**config.mk**
```make
export PLATFORM = sky130hd
export DESIGN_NAME = fetch_stage_ctrl
export DESIGN_NICKNAME = d
export VERILOG_FILES = /design/src/rtl/fetch_stage_ctrl.sv
export SDC_FILE = /design/constraint.sdc
export NUM_CORES = 1
export LEC_CHECK = 0
export CAP_MARGIN = 5
export CORE_ASPECT_RATIO = 0.6
export CORE_MARGIN = 1.5
export CORE_UTILIZATION = 45
export DETAILED_ROUTE_END_ITERATION = 7
export PLACE_DENSITY = 0.8
export RECOVER_POWER = 25
export SLEW_MARGIN = 20
export SYNTH_ARGS = -nofsm -noshare
export SYNTH_HDL_FRONTEND = slang
export SYNTH_SLANG_ARGS = --single-unit
```
**constraint.sdc**
```tcl
create_clock -name clk -period 3.1 [get_ports clk]
set_input_delay 0.62 -clock clk [delete_from_list [all_inputs] [get_ports clk]]
set_output_delay 0.62 -clock clk [all_outputs]
set_load 0.01 [all_outputs]
```
**src/rtl/fetch_stage_ctrl.sv**
```systemverilog
`default_nettype none
// ============================================================================
//  Module   : fetch_stage_ctrl
//  Purpose  : Fetch-side consumer of the hazard controls. Owns the PC register
//             and the IF/ID pipeline register, applies branch (execute) and
//             PC-write (writeback) redirects, tracks boot / pending-PC-write
//             phases with a small FSM and counts stall / flush cycles with
//             saturating counters.
//  Ports    : clk, rst                      - clock, sync active-high reset
//             StallF, StallD, FlushD        - hazard controls
//             BranchTakenE, BranchTargetE   - execute-stage redirect
//             PCSrcW, ResultW               - writeback-stage redirect
//             InstrF                        - imem read data for PCF
//             PCF                           - fetch address
//             InstrD, PCD, PCPlus4D, ValidD - IF/ID register contents
//             FetchState                    - 00 BOOT, 01 RUN, 10 PCWAIT
//             StallCnt, FlushCnt            - saturating event counters
//  Revision : 1.0 - initial release
// ============================================================================
module fetch_stage_ctrl #(
  parameter int                ADDR_W   = 32,
  parameter int                INSTR_W  = 32,
  parameter logic [ADDR_W-1:0] RESET_PC = '0,
  parameter int                CNT_W    = 16
) (
  input  logic               clk,
  input  logic               rst,
  input  logic               StallF,
  input  logic               StallD,
  input  logic               FlushD,
  input  logic               BranchTakenE,
  input  logic [ADDR_W-1:0]  BranchTargetE,
  input  logic               PCSrcW,
  input  logic [ADDR_W-1:0]  ResultW,
  input  logic [INSTR_W-1:0] InstrF,
  output logic [ADDR_W-1:0]  PCF,
  output logic [INSTR_W-1:0] InstrD,
  output logic [ADDR_W-1:0]  PCD,
  output logic [ADDR_W-1:0]  PCPlus4D,
  output logic               ValidD,
  output logic [1:0]         FetchState,
  output logic [CNT_W-1:0]   StallCnt,
  output logic [CNT_W-1:0]   FlushCnt
);

  typedef enum logic [1:0] {
    ST_BOOT   = 2'b00,
    ST_RUN    = 2'b01,
    ST_PCWAIT = 2'b10
  } state_t;

  localparam logic [ADDR_W-1:0] C_PC_INC  = ADDR_W'(4);
  localparam logic [CNT_W-1:0]  C_CNT_MAX = '1;
  localparam logic [CNT_W-1:0]  C_CNT_ONE = CNT_W'(1);

  state_t               state_q,     state_d;
  logic [ADDR_W-1:0]    pc_q,        pc_d;
  logic [INSTR_W-1:0]   instr_q,     instr_d;
  logic [ADDR_W-1:0]    pcd_q,       pcd_d;
  logic [ADDR_W-1:0]    pcplus4_q,   pcplus4_d;
  logic                 valid_q,     valid_d;
  logic [CNT_W-1:0]     stall_cnt_q, stall_cnt_d;
  logic [CNT_W-1:0]     flush_cnt_q, flush_cnt_d;

  logic [ADDR_W-1:0]    pc_plus4;
  logic                 redirect;
  logic                 in_boot;

  always_comb begin
    pc_plus4    = pc_q + C_PC_INC;
    redirect    = BranchTakenE | PCSrcW;
    in_boot     = (state_q == ST_BOOT);

    state_d     = state_q;
    pc_d        = pc_q;
    instr_d     = instr_q;
    pcd_d       = pcd_q;
    pcplus4_d   = pcplus4_q;
    valid_d     = valid_q;
    stall_cnt_d = stall_cnt_q;
    flush_cnt_d = flush_cnt_q;

    // PC: redirects beat the stall; branch beats writeback. BOOT holds the PC
    // so the first fetch of RESET_PC gets a full cycle to settle.
    if (!in_boot) begin
      if (BranchTakenE)  pc_d = BranchTargetE;
      else if (PCSrcW)   pc_d = ResultW;
      else if (!StallF)  pc_d = pc_plus4;
    end

    // IF/ID register: StallD wins over FlushD; BOOT inserts a bubble.
    if (in_boot) begin
      instr_d = '0;
      valid_d = 1'b0;
    end else if (!StallD) begin
      if (FlushD) begin
        instr_d = '0;
        valid_d = 1'b0;
      end else begin
        instr_d   = InstrF;
        pcd_d     = pc_q;
        pcplus4_d = pc_plus4;
        // While a PC write is pending the fetched word is never trusted.
        valid_d   = (state_q != ST_PCWAIT);
      end
    end

    if (!in_boot && StallF && (stall_cnt_q != C_CNT_MAX))
      stall_cnt_d = stall_cnt_q + C_CNT_ONE;
    if (!in_boot && FlushD && !StallD && (flush_cnt_q != C_CNT_MAX))
      flush_cnt_d = flush_cnt_q + C_CNT_ONE;

    case (state_q)
      ST_BOOT:   state_d = ST_RUN;
      ST_RUN:    if (StallF && !StallD && !redirect) state_d = ST_PCWAIT;
      ST_PCWAIT: if (redirect) state_d = ST_RUN;
      default:   state_d = ST_BOOT;
    endcase
  end

  always_ff @(posedge clk) begin
    if (rst) begin
      state_q     <= ST_BOOT;
      pc_q        <= RESET_PC;
      instr_q     <= '0;
      pcd_q       <= '0;
      pcplus4_q   <= '0;
      valid_q     <= 1'b0;
      stall_cnt_q <= '0;
      flush_cnt_q <= '0;
    end else begin
      state_q     <= state_d;
      pc_q        <= pc_d;
      instr_q     <= instr_d;
      pcd_q       <= pcd_d;
      pcplus4_q   <= pcplus4_d;
      valid_q     <= valid_d;
      stall_cnt_q <= stall_cnt_d;
      flush_cnt_q <= flush_cnt_d;
    end
  end

  assign PCF        = pc_q;
  assign InstrD     = instr_q;
  assign PCD        = pcd_q;
  assign PCPlus4D   = pcplus4_q;
  assign ValidD     = valid_q;
  assign FetchState = state_q;
  assign StallCnt   = stall_cnt_q;
  assign FlushCnt   = flush_cnt_q;

endmodule
`default_nettype wire
```
* After elaboration in Yosys (flattened, before gate mapping) *
Cells that the tools add are included.

word-level totals
  register bits after elaboration = 163
  input bits = 103
  word-level logic and storage cells = 46
  latch bits = 0
  memories = 0
  bits in read-only memories = 0
  memory bits (writable) = 0

operators by class
  $add $sub $neg = 3
  muxes and demuxes = 8
  shift-type cells = 0
  reductions and logical operators = 15
  bitwise gates (word level) = 4
  multipliers = 0
  eq/ne operators = 8
  magnitude comparators = 0
  divide/modulo/power cells = 0

operators with widths
  operator                                       count
  2-to-1 mux 32 bit                              4
  adder 16 x 1 -> 16 bit, second input constant  2
  adder 32 x 3 -> 32 bit, second input constant  1
  != test 16 bit, second input constant          2
  logical AND 1 bit                              7
  != test 2 bit, second input constant           3
  case mux 2 bit (3 select lines)                1
  2-to-1 mux 2 bit                               2
  AND reduction 2 bit                            2
  zero test 1 bit                                3
  != test 3 x 1 -> 1 bit, second input constant  1
  NOT 1 bit                                      3
  AND reduction 3 bit                            1
  == test 2 x 1 -> 1 bit, second input constant  1
  == test 2 bit, second input constant           1
  zero test 2 bit                                1
  OR reduction 2 bit                             1
  2-to-1 mux 1 bit                               1
  OR 1 bit                                       1

* Depth between registers and ports, before layout *
Gate-level depths: netlist (run 1).

  depth after elaboration = 5
  mapped depth = 8

* Worst setup path before layout (run 1) *
OpenSTA, ideal clock, no wires.

  kind = reg2reg
  from = register pc_q[2] (netlist: PCF[2])
  to = register pc_q[28] (netlist: PCF[28])
  data arrival time = 2.437 ns
  library setup time = 0.074 ns
  cell stages (with the launch flop) = 7
  buffers on the path = 0
  slack = 0.589 ns
  cells stage by stage = dfxtp_1 > ha_1 > nand2_1 > or4_4 > or4_4 > or4_1 > a31oi_1

between the ends
  longest elaborated chain between the ends = 4

RTL lines
  element                 RTL line  text
  start, declared         57        logic [ADDR_W-1:0] pc_q, pc_d;
  start signal, assigned  133       pc_q <= pc_d;
  adder 32 x 3 -> 32 bit  70        pc_plus4 = pc_q + C_PC_INC;
  2-to-1 mux 32 bit       88        else if (!StallF) pc_d = pc_plus4;
  2-to-1 mux 32 bit       87        else if (PCSrcW) pc_d = ResultW;
  2-to-1 mux 32 bit       86        if (BranchTakenE) pc_d = BranchTargetE;

No other way between the ends. The select of a mux whose other input is x is not followed.
A chain may end at the register's enable or synchronous reset.

* Worst setup path after layout (run 1) *
  from = register pc_q[3] (netlist: PCF[3])
  to = register pc_q[28] (netlist: PCF[28])

Same word-level chain as after synthesis.

==> results.json, run 1 <==
{
  "cts_tree": "built",
  "ant_nets": 0,
  "setup_slack_ns": 0.3591,
  "grt_overflow_total": 0,
  "hold_buffers": 0,
  "p_int_mw": 3.827,
  "peakVddDrop_mv": 0.3556,
  "clkPwrFrac": 0.437,
  "synth.distinct_cells": 59,
  "synth_top_cell_by_area": "dfxtp_1",
  "hold_class": "reg -> reg",
  "die_x_um": 168.5,
  "cts-root-buf": "clkbuf_16",
  "p_leak_nw": 3.821,
  "synth_edf_count": 0,
  "synth_area_leaders": "dfxtp_1 44%, a21oi_1 6.1%, nand2_1 5.8%, nor2_1 5.4%, xnor2_1 4.9%",
  "drc": 0,
  "tns_ns": 0,
  "antenna_cells": 0,
  "gr-usage-all-layers": 0.2886,
  "synth-seq-cells": 161,
  "fin_nets": 1266,
  "hpwlAfterDp_mm": 18.55,
  "port_buffers": 265,
  "grt_setup_unrepaired": "no",
  "synth_ff_type": "dfxtp_1",
  "routabilityCongestion": 0.9186,
  "clkLatencyLatePin_ns": 0.42,
  "total_power_mw": 5.216,
  "end_kind": "flip-flop",
  "switching_share": 0.2664,
  "ys_warn_count": 0,
  "syn_nets": 1025,
  "detail_route.vias_per_cell": 5.768,
  "setup_viol": 0,
  "dr.pass1.iters": 5,
  "first_global_vias": 7184,
  "coreArea_mm2": 0.01617,
  "clkSlewWorstSetupHoldPaths_ns": 0.07,
  "drt_wl_total_mm": 25.59,
  "maxCapViolCount": 0,
  "slew_viol_final": 0,
  "drt_iter0_drc": 742,
  "io_pins": 266,
  "p_seq_frac": 0.427,
  "hold_viol_final": 0,
  "worst-setup-path-type": "reg -> reg",
  "slew_headroom": 0.1007,
  "die_area_mm2": 0.01724,
  "cts_sinks": 161,
  "status": "finished clean",
  "post-route-period-util": 0.8842,
  "antenna_found_initial": 0,
  "fin_crit_ns": 2.741,
  "required_ns": 3.44,
  "initial_utilization": 0.4574,
  "cpMostUsedCell": "or4_4",
  "critPathSlowestCell": "or4_4",
  "route.detailed.wl_per_inst_um": 18.51,
  "power_density_mw_per_mm2": 478.2,
  "rows": 36,
  "path_cells": "ha_1 > nand2_1 > or4_4 > or4_4 > or4_1 > a31oi_1",
  "netSwitchingPower_mw": 1.390,
  "combPwrFrac": 0.137,
  "place_ws_ns": 0.3544,
  "num_vias": 7971,
  "grt_start_max_net_pins": 54,
  "ys_seq_area_frac": 0.4358,
  "avgSynthCellArea_um2": 8.048,
  "tightestPinTransition_ns": 1.349,
  "syn_area_mm2": 0.007396,
  "multi_input_area_mm2": 0.003800,
  "cp_max_fo": 6,
  "cts.repair.resized": 0,
  "fmax_mhz": 364.8,
  "synthCells": 919,
  "async_flop_share": 0,
  "postCtsSetupRepairBufs": 0,
  "path_delay_family": "simple AND/OR/NAND/NOR gates",
  "syn_to_final_growth_pct": 47.49,
  "die_y_um": 102.3,
  "netlist.area_leader.share": 0.4358,
  "clockBufferDepth": 2,
  "grt_pass1_wl_mm": 38.74,
  "drive_above_1_share": 0.07076,
  "worstPathBufferInverterCount": 0,
  "cts_buffers": 17,
  "arrival_ns": 3.08,
  "fillCellCount": 1353,
  "ff_latch_area_mm2": 0.003223,
  "h-tree-depth": 4,
  "cpPeakStageDelay_ns": 0.60,
  "final_cell_mix": "220 x clkdlybuf4s50_1, 161 x dfxtp_1, 114 x nand2_1",
  "start_kind": "flip-flop",
  "final_common_cell": "clkdlybuf4s50_1",
  "finClkSkew_ns": 0.01450,
  "rrSetupSlack_ns": 0.36
}
## worst reg2reg max path: stages (launching register included)
cell and delay (ns):
dfxtp_1 0.43, ha_1 0.28, nand2_1 0.13, or4_4 0.60, or4_4 0.54, or4_1 0.49, a31oi_1 0.19
## final timing paths
kind / cells after the start / start / to
setup / recovery: 6 / PCF[3] / PCF[28]
hold / removal: 2 / PCD[11] / PCD[11]
setup reg to reg: 6 / PCF[3] / PCF[28]
hold reg to reg: 2 / PCD[11] / PCD[11]
## power groups by stage
stage / sequential [mW] / combinational, mW / clock (mW)
final: 2.23 / 0.712 / 2.28
after global routing: 2.23 / 0.762 / 2.39
after CTS: 2.22 / 0.713 / 2.30
after detailed placement: 2.27 / 0.705 / 0
after global placement: 2.27 / 0.700 / 0
after floorplan: 2.27 / 0.299 / 0
## kinds of logic after synthesis
kind of cell	synth area share
simple gates	0.2150
compound gates	0.2220
fa+ha+maj	0.005076
flops	0.4358
buf+inv	0.05295
xor+xnor	0.05921
mux	0.009981
## flip-flops by register name, summed over array words and instances, names as in the netlist
register,count
PCF,32
ValidD,1
FlushCnt,16
PCPlus4D,30
FetchState,2
InstrD,32
StallCnt,16
PCD,32
## synthesized netlist by cell type, drive strengths merged (4+ instances only)
| cell type | number |
|---|---|
| o32ai | 6 |
| a22oi | 41 |
| nand4 | 18 |
| buf | 19 |
| a22o | 4 |
| o211ai | 5 |
| o41ai | 4 |
| nor2 | 107 |
| nor4 | 13 |
| and3 | 7 |
| nand2 | 114 |
| o21ai | 43 |
| xnor2 | 41 |
| or3 | 8 |
| nand3 | 28 |
| o21a | 5 |
| inv | 16 |
| a31oi | 8 |
| nor3 | 21 |
| o22ai | 5 |
| clkbuf | 61 |
| and4 | 7 |
| and2 | 4 |
| a21oi | 90 |
| dfxtp | 161 |
| mux2i | 4 |
| or4 | 7 |
| a211oi | 21 |
| xor2 | 9 |
## metal layers
layer | global-route usage | share of wire | routed length, µm | vias up
met5 | 0 | 0 | 0 | -
met4 | 0.1085 | 0.026 | 668 | 0
met3 | 0.07823 | 0.10 | 2566 | 69
li1 | - | - | - | 3761
met2 | 0.4373 | 0.43 | 11090 | 474
met1 | 0.3955 | 0.44 | 11260 | 3667
## cell type report
type	count	area share
Multi-Input combinational cell	661	0.3484
Sequential cell	161	0.2955
Timing Repair Buffer	302	0.2685
Clock buffer	18	0.04026
Tap cell	209	0.02397
Clock inverter	14	0.01755
Inverter	17	0.005850
## through the flow
| step | utilization | hold slack (ns) | instance area, µm² | instances |
|---|---|---|---|---|
| 6_report | 0.6746 | 0.4534 | 10910 | 1382 |
| 5_1_grt | 0.6746 | 0.4732 | 10910 | 1382 |
| 4_1_cts | 0.6748 | 0.4571 | 10910 | 1382 |
| 3_5_place_dp | 0.6358 | 0.4471 | 10280 | 1350 |
| 3_3_place_gp | 0.6358 | 0.4405 | 10280 | 1350 |
| 2_1_floorplan | - | 0.4456 | 7396 | 919 |
No activity file was read; power rests on OpenSTA's default activity.
==> run 2, diff against run 1 <==
TNS_END_PERCENT = 10   (was default)
clock period = 2.7 ns   (was 3.1 ns; I/O delays follow)
==> results.json, run 2 (synthesized netlist as in run 1, its figures left out) <==
{
  "status": "finished clean",
  "peakVddDrop_mv": 0.3759,
  "die_y_um": 102.3,
  "switching_share": 0.2689,
  "drt_wl_total_mm": 25.91,
  "gr-usage-all-layers": 0.2931,
  "coreArea_mm2": 0.01617,
  "setup_slack_ns": 0.2040,
  "cp-startpoint": "PCF[2]",
  "ant_nets": 0,
  "required_ns": 3.05,
  "grt_setup_unrepaired": "no",
  "rows": 36,
  "drive_above_1_share": 0.08396,
  "ff_latch_area_mm2": 0.003223,
  "hp-start": "PCD[23]",
  "grt_start_max_net_pins": 106,
  "hold_viol_final": 0,
  "p_int_mw": 4.323,
  "first_global_vias": 7106,
  "hold_end": "PCD[23]",
  "critPathSlowestCell": "or4_4",
  "arrival_ns": 2.85,
  "die_x_um": 168.5,
  "end_kind": "flip-flop",
  "post-route-period-util": 0.9245,
  "reg2reg_to": "PCF[28]",
  "r2r_cells": 6,
  "cts_sinks": 161,
  "drc": 0,
  "setup_viol": 0,
  "io_pins": 266,
  "initial_utilization": 0.4574,
  "whs_ns": 0.4559,
  "tns_ns": 0,
  "grt_overflow_total": 0,
  "holdPathStages": 2,
  "cts_buffers": 17,
  "cts_tree": "built",
  "port_buffers": 265,
  "cpMostUsedCell": "or4_4",
  "clkSlewWorstSetupHoldPaths_ns": 0.07,
  "slew_headroom": 0.4293,
  "clkLatencyLatePin_ns": 0.43,
  "hold_class": "reg -> reg",
  "clkPwrFrac": 0.424,
  "detail_route.vias_per_cell": 5.784,
  "slew_viol_final": 0,
  "rr_startpoint": "PCF[2]",
  "postCtsSetupRepairBufs": 0,
  "hpwlAfterDp_mm": 18.60,
  "h-tree-depth": 4,
  "worst-setup-path-type": "reg -> reg",
  "power_density_mw_per_mm2": 535.6,
  "grt_pass1_wl_mm": 39.08,
  "dr.pass1.iters": 5,
  "netSwitchingPower_mw": 1.590,
  "combPwrFrac": 0.149,
  "cts.repair.resized": 0,
  "utilization": 0.6828,
  "num_vias": 8104,
  "dp.cells": 1368,
  "cts-root-buf": "clkbuf_16",
  "syn_to_final_growth_pct": 49.30,
  "rrSetupSlack_ns": 0.20,
  "path_cells": "ha_1 > nand2_1 > or4_4 > or4_4 > or4_1 > a31oi_1",
  "start_kind": "flip-flop",
  "fillCellCount": 1316,
  "cp_max_fo": 4,
  "finClkSkew_ns": 0.01261,
  "cpPeakStageDelay_ns": 0.57,
  "multi_input_area_mm2": 0.003792,
  "routabilityCongestion": 0.9400,
  "final_common_cell": "clkdlybuf4s50_1",
  "fin_nets": 1284,
  "antenna_found_initial": 0,
  "p_seq_frac": 0.427,
  "fin_crit_ns": 2.496,
  "place_ws_ns": 0.1756,
  "die_area_mm2": 0.01724,
  "final_cell_mix": "258 x clkdlybuf4s50_1, 161 x dfxtp_1, 114 x nand2_1",
  "hold_buffers": 0,
  "clockBufferDepth": 2,
  "drt_iter0_drc": 971,
  "p_leak_nw": 3.794,
  "route.detailed.wl_per_inst_um": 18.49,
  "instances_no_fill": 1401,
  "fmax_mhz": 400.6,
  "tightestPinTransition_ns": 0.8560,
  "maxCapViolCount": 0
}
==> run 2: changes by cell type in the layout (fill, tap and decap cells not counted), sizes merged <==
cell | before | now
inv | 24 | 22
buf | 35 | 51
bufinv | 3 | 2
diode | 0 | 1
dlygate4sd3 | 44 | 6
clkinv | 3 | 7
clkdlybuf4s50 | 220 | 258
clkbuf | 21 | 23
clkinvlp | 1 | 0
==> run 2: how the worst max path moves through the flow <==
stage | slack, ns | to | cells after the start
floorplan | 0.19 | PCF[28] | 6
global placement | 0.21 | InstrD[15] | 4
detailed placement | 0.18 | InstrD[26] | 4
CTS | 0.21 | PCF[28] | 6
global route | 0.07 | PCF[28] | 6
finish | 0.20 | PCF[28] | 6
==> run 2: power by group through the flow <==
| stage | registers (mW) | logic (mW) | clock network, mW |
|---|---|---|---|
| 2_1_floorplan | 2.61 | 0.343 | 0 |
| 3_3_place_gp | 2.57 | 0.869 | 0 |
| 3_5_place_dp | 2.58 | 0.874 | 0 |
| 4_1_cts | 2.52 | 0.882 | 2.54 |
| 5_1_grt | 2.53 | 0.940 | 2.66 |
| 6_report | 2.52 | 0.881 | 2.51 |
==> run 2: cell type report <==
type	instances	area share
antenna	1	0.0002266
clock buffer	18	0.03977
clock inverter	14	0.01552
inverter	17	0.005779
multi-input combinational	661	0.3435
sequential	161	0.2919
tap	209	0.02368
timing repair buffer	320	0.2797
==> run 2: metrics by stage <==
step / cell area (µm²) / power (mW)
global placement: 10470 / 3.444
CTS: 11080 / 5.944
detailed placement: 10470 / 3.449
floorplan: 7396 / 2.952
global route: 11040 / 6.131
finish: 11040 / 5.914
==> run 2: routing by layer <==
layer	share of wire	GRT usage	vias up
met1	0.44	0.4099	3760
met3	0.10	0.07707	53
met2	0.43	0.4309	492
met5	0	0	-
met4	0.022	0.1181	0
li1	-	-	3799
==> run 2: worst max-delay path, delay by kind of cell, from the launching register on <==
kind	cells	cell delay, ns
and+or+nand+nor	4	1.69
DFF	1	0.33
adders and majority gates	1	0.25
AOI/OAI and AO/OA	1	0.16
==> run 3, diff against run 2 <==
CORE_ASPECT_RATIO = 1.1   (was 0.6)
RECOVER_POWER = 100   (was 25)
TNS_END_PERCENT = 1   (was 10)
==> results.json, run 3 (synthesized netlist as in run 1, its figures left out) <==
{
  "cts-root-buf": "clkbuf_16",
  "postCtsSetupRepairBufs": 0,
  "worst-setup-path-type": "reg -> reg",
  "final_common_cell": "dlygate4sd3_1",
  "die_x_um": 125.2,
  "gr-usage-all-layers": 0.2974,
  "detail_route.vias_per_cell": 5.707,
  "hold_end": "PCD[29]",
  "die_area_mm2": 0.01721,
  "cts_sinks": 161,
  "die_y_um": 137.5,
  "holdPathStages": 2,
  "dp.cells": 1358,
  "routabilityCongestion": 0.9556,
  "hp-start": "PCD[29]",
  "setup_slack_ns": 0.1184,
  "cts_buffers": 17,
  "hold_class": "reg -> reg",
  "grt_setup_unrepaired": "no",
  "cts.repair.resized": 0,
  "grt_start_max_net_pins": 46,
  "peakVddDrop_mv": 0.4110,
  "total_power_mw": 5.839,
  "required_ns": 3.05,
  "slew_viol_final": 0,
  "initial_utilization": 0.4665,
  "tightestPinTransition_ns": 1.413,
  "start_kind": "flip-flop",
  "finClkSkew_ns": 0.009500,
  "rows": 48,
  "drt_iter0_drc": 588,
  "drc": 0,
  "r2r_cells": 6,
  "clkSlewWorstSetupHoldPaths_ns": 0.06,
  "clkLatencyLatePin_ns": 0.43,
  "drt_wl_total_mm": 26.02,
  "hold_viol_final": 0,
  "fillCellCount": 1340,
  "port_buffers": 265,
  "cts_tree": "built",
  "maxCapViolCount": 0,
  "drive_above_1_share": 0.07395,
  "coreArea_mm2": 0.01586,
  "setup_viol": 0,
  "fin_nets": 1283,
  "dr.pass1.iters": 5,
  "final_cell_mix": "163 x dlygate4sd3_1, 161 x dfxtp_1, 114 x nand2_1",
  "place_ws_ns": 0.2282,
  "reg2reg_to": "PCF[28]",
  "h-tree-depth": 4,
  "grt_pass1_wl_mm": 40.00,
  "post-route-period-util": 0.9562,
  "tns_ns": 0,
  "syn_to_final_growth_pct": 48.60,
  "hpwlAfterDp_mm": 19.17,
  "instances_no_fill": 1391,
  "p_leak_nw": 4.246,
  "num_vias": 7938,
  "cp_max_fo": 4,
  "slew_headroom": 0.05771,
  "ant_nets": 0,
  "rrSetupSlack_ns": 0.12,
  "status": "finished clean",
  "grt_overflow_total": 0,
  "rr_startpoint": "PCF[2]",
  "end_kind": "flip-flop",
  "io_pins": 266,
  "fmax_mhz": 387.4,
  "arrival_ns": 2.94,
  "route.detailed.wl_per_inst_um": 18.70,
  "antenna_found_initial": 0,
  "clockBufferDepth": 2,
  "fin_crit_ns": 2.582,
  "hold_buffers": 0,
  "first_global_vias": 7540,
  "power_density_mw_per_mm2": 531.3
}
run 3: layer usage:
metal | GRT usage | vias to the layer above | wire length [µm]
li1 | - | 3790 | -
met1 | 0.3392 | 3678 | 10250
met2 | 0.5100 | 411 | 12360
met3 | 0.1060 | 59 | 2653
met4 | 0.1218 | 0 | 748
met5 | 0 | - | 0
run 3: critical path: stages (launching register included):
cell and delay [ns]:
dfxtp_1 0.34, ha_1 0.21, nand2_1 0.10, or4_4 0.57, or4_1 0.60, or4_1 0.51
a31oi_1 0.17
run 3: stage by stage:
stage / area [µm²] / hold WS (ns) / utilization
after floorplan: 7396 / 0.4456 / -
after global placement: 10430 / 0.4437 / 0.6575
after detailed placement: 10430 / 0.4457 / 0.6578
after CTS: 11040 / 0.4560 / 0.6963
after global routing: 10990 / 0.4701 / 0.6930
final: 10990 / 0.4498 / 0.6932
run 3: final cells by class:
class | count | area, µm² | share of cell area
inverter | 17 | 63.81 | 0.005806
timing repair buffer | 319 | 3064 | 0.2788
multi-input combinational | 661 | 3777 | 0.3437
sequential | 161 | 3223 | 0.2933
clock buffer | 22 | 484.2 | 0.04406
antenna | 1 | 2.502 | 0.0002277
tap | 200 | 250.2 | 0.02277
clock inverter | 10 | 125.1 | 0.01138
run 3: report_power, final:
group / switching, mW / leakage [nW] / internal [mW] / total [mW]
Clock: 0.998 / 0.286 / 1.47 / 2.47
Combinational: 0.439 / 2.65 / 0.413 / 0.852
Sequential: 0.0627 / 1.31 / 2.46 / 2.52
Total: 1.50 / 4.25 / 4.34 / 5.84
run 3: worst max path at each step:
stage / from / slack (ns) / end
CTS: PCF[2] / 0.19 / PCF[28]
global placement: PCF[2] / 0.24 / PCF[28]
finish: PCF[2] / 0.12 / PCF[28]
detailed placement: StallD / 0.23 / FlushCnt[13]
floorplan: PCF[2] / 0.19 / PCF[28]
global route: PCF[15] / 0.07 / PCF[31]
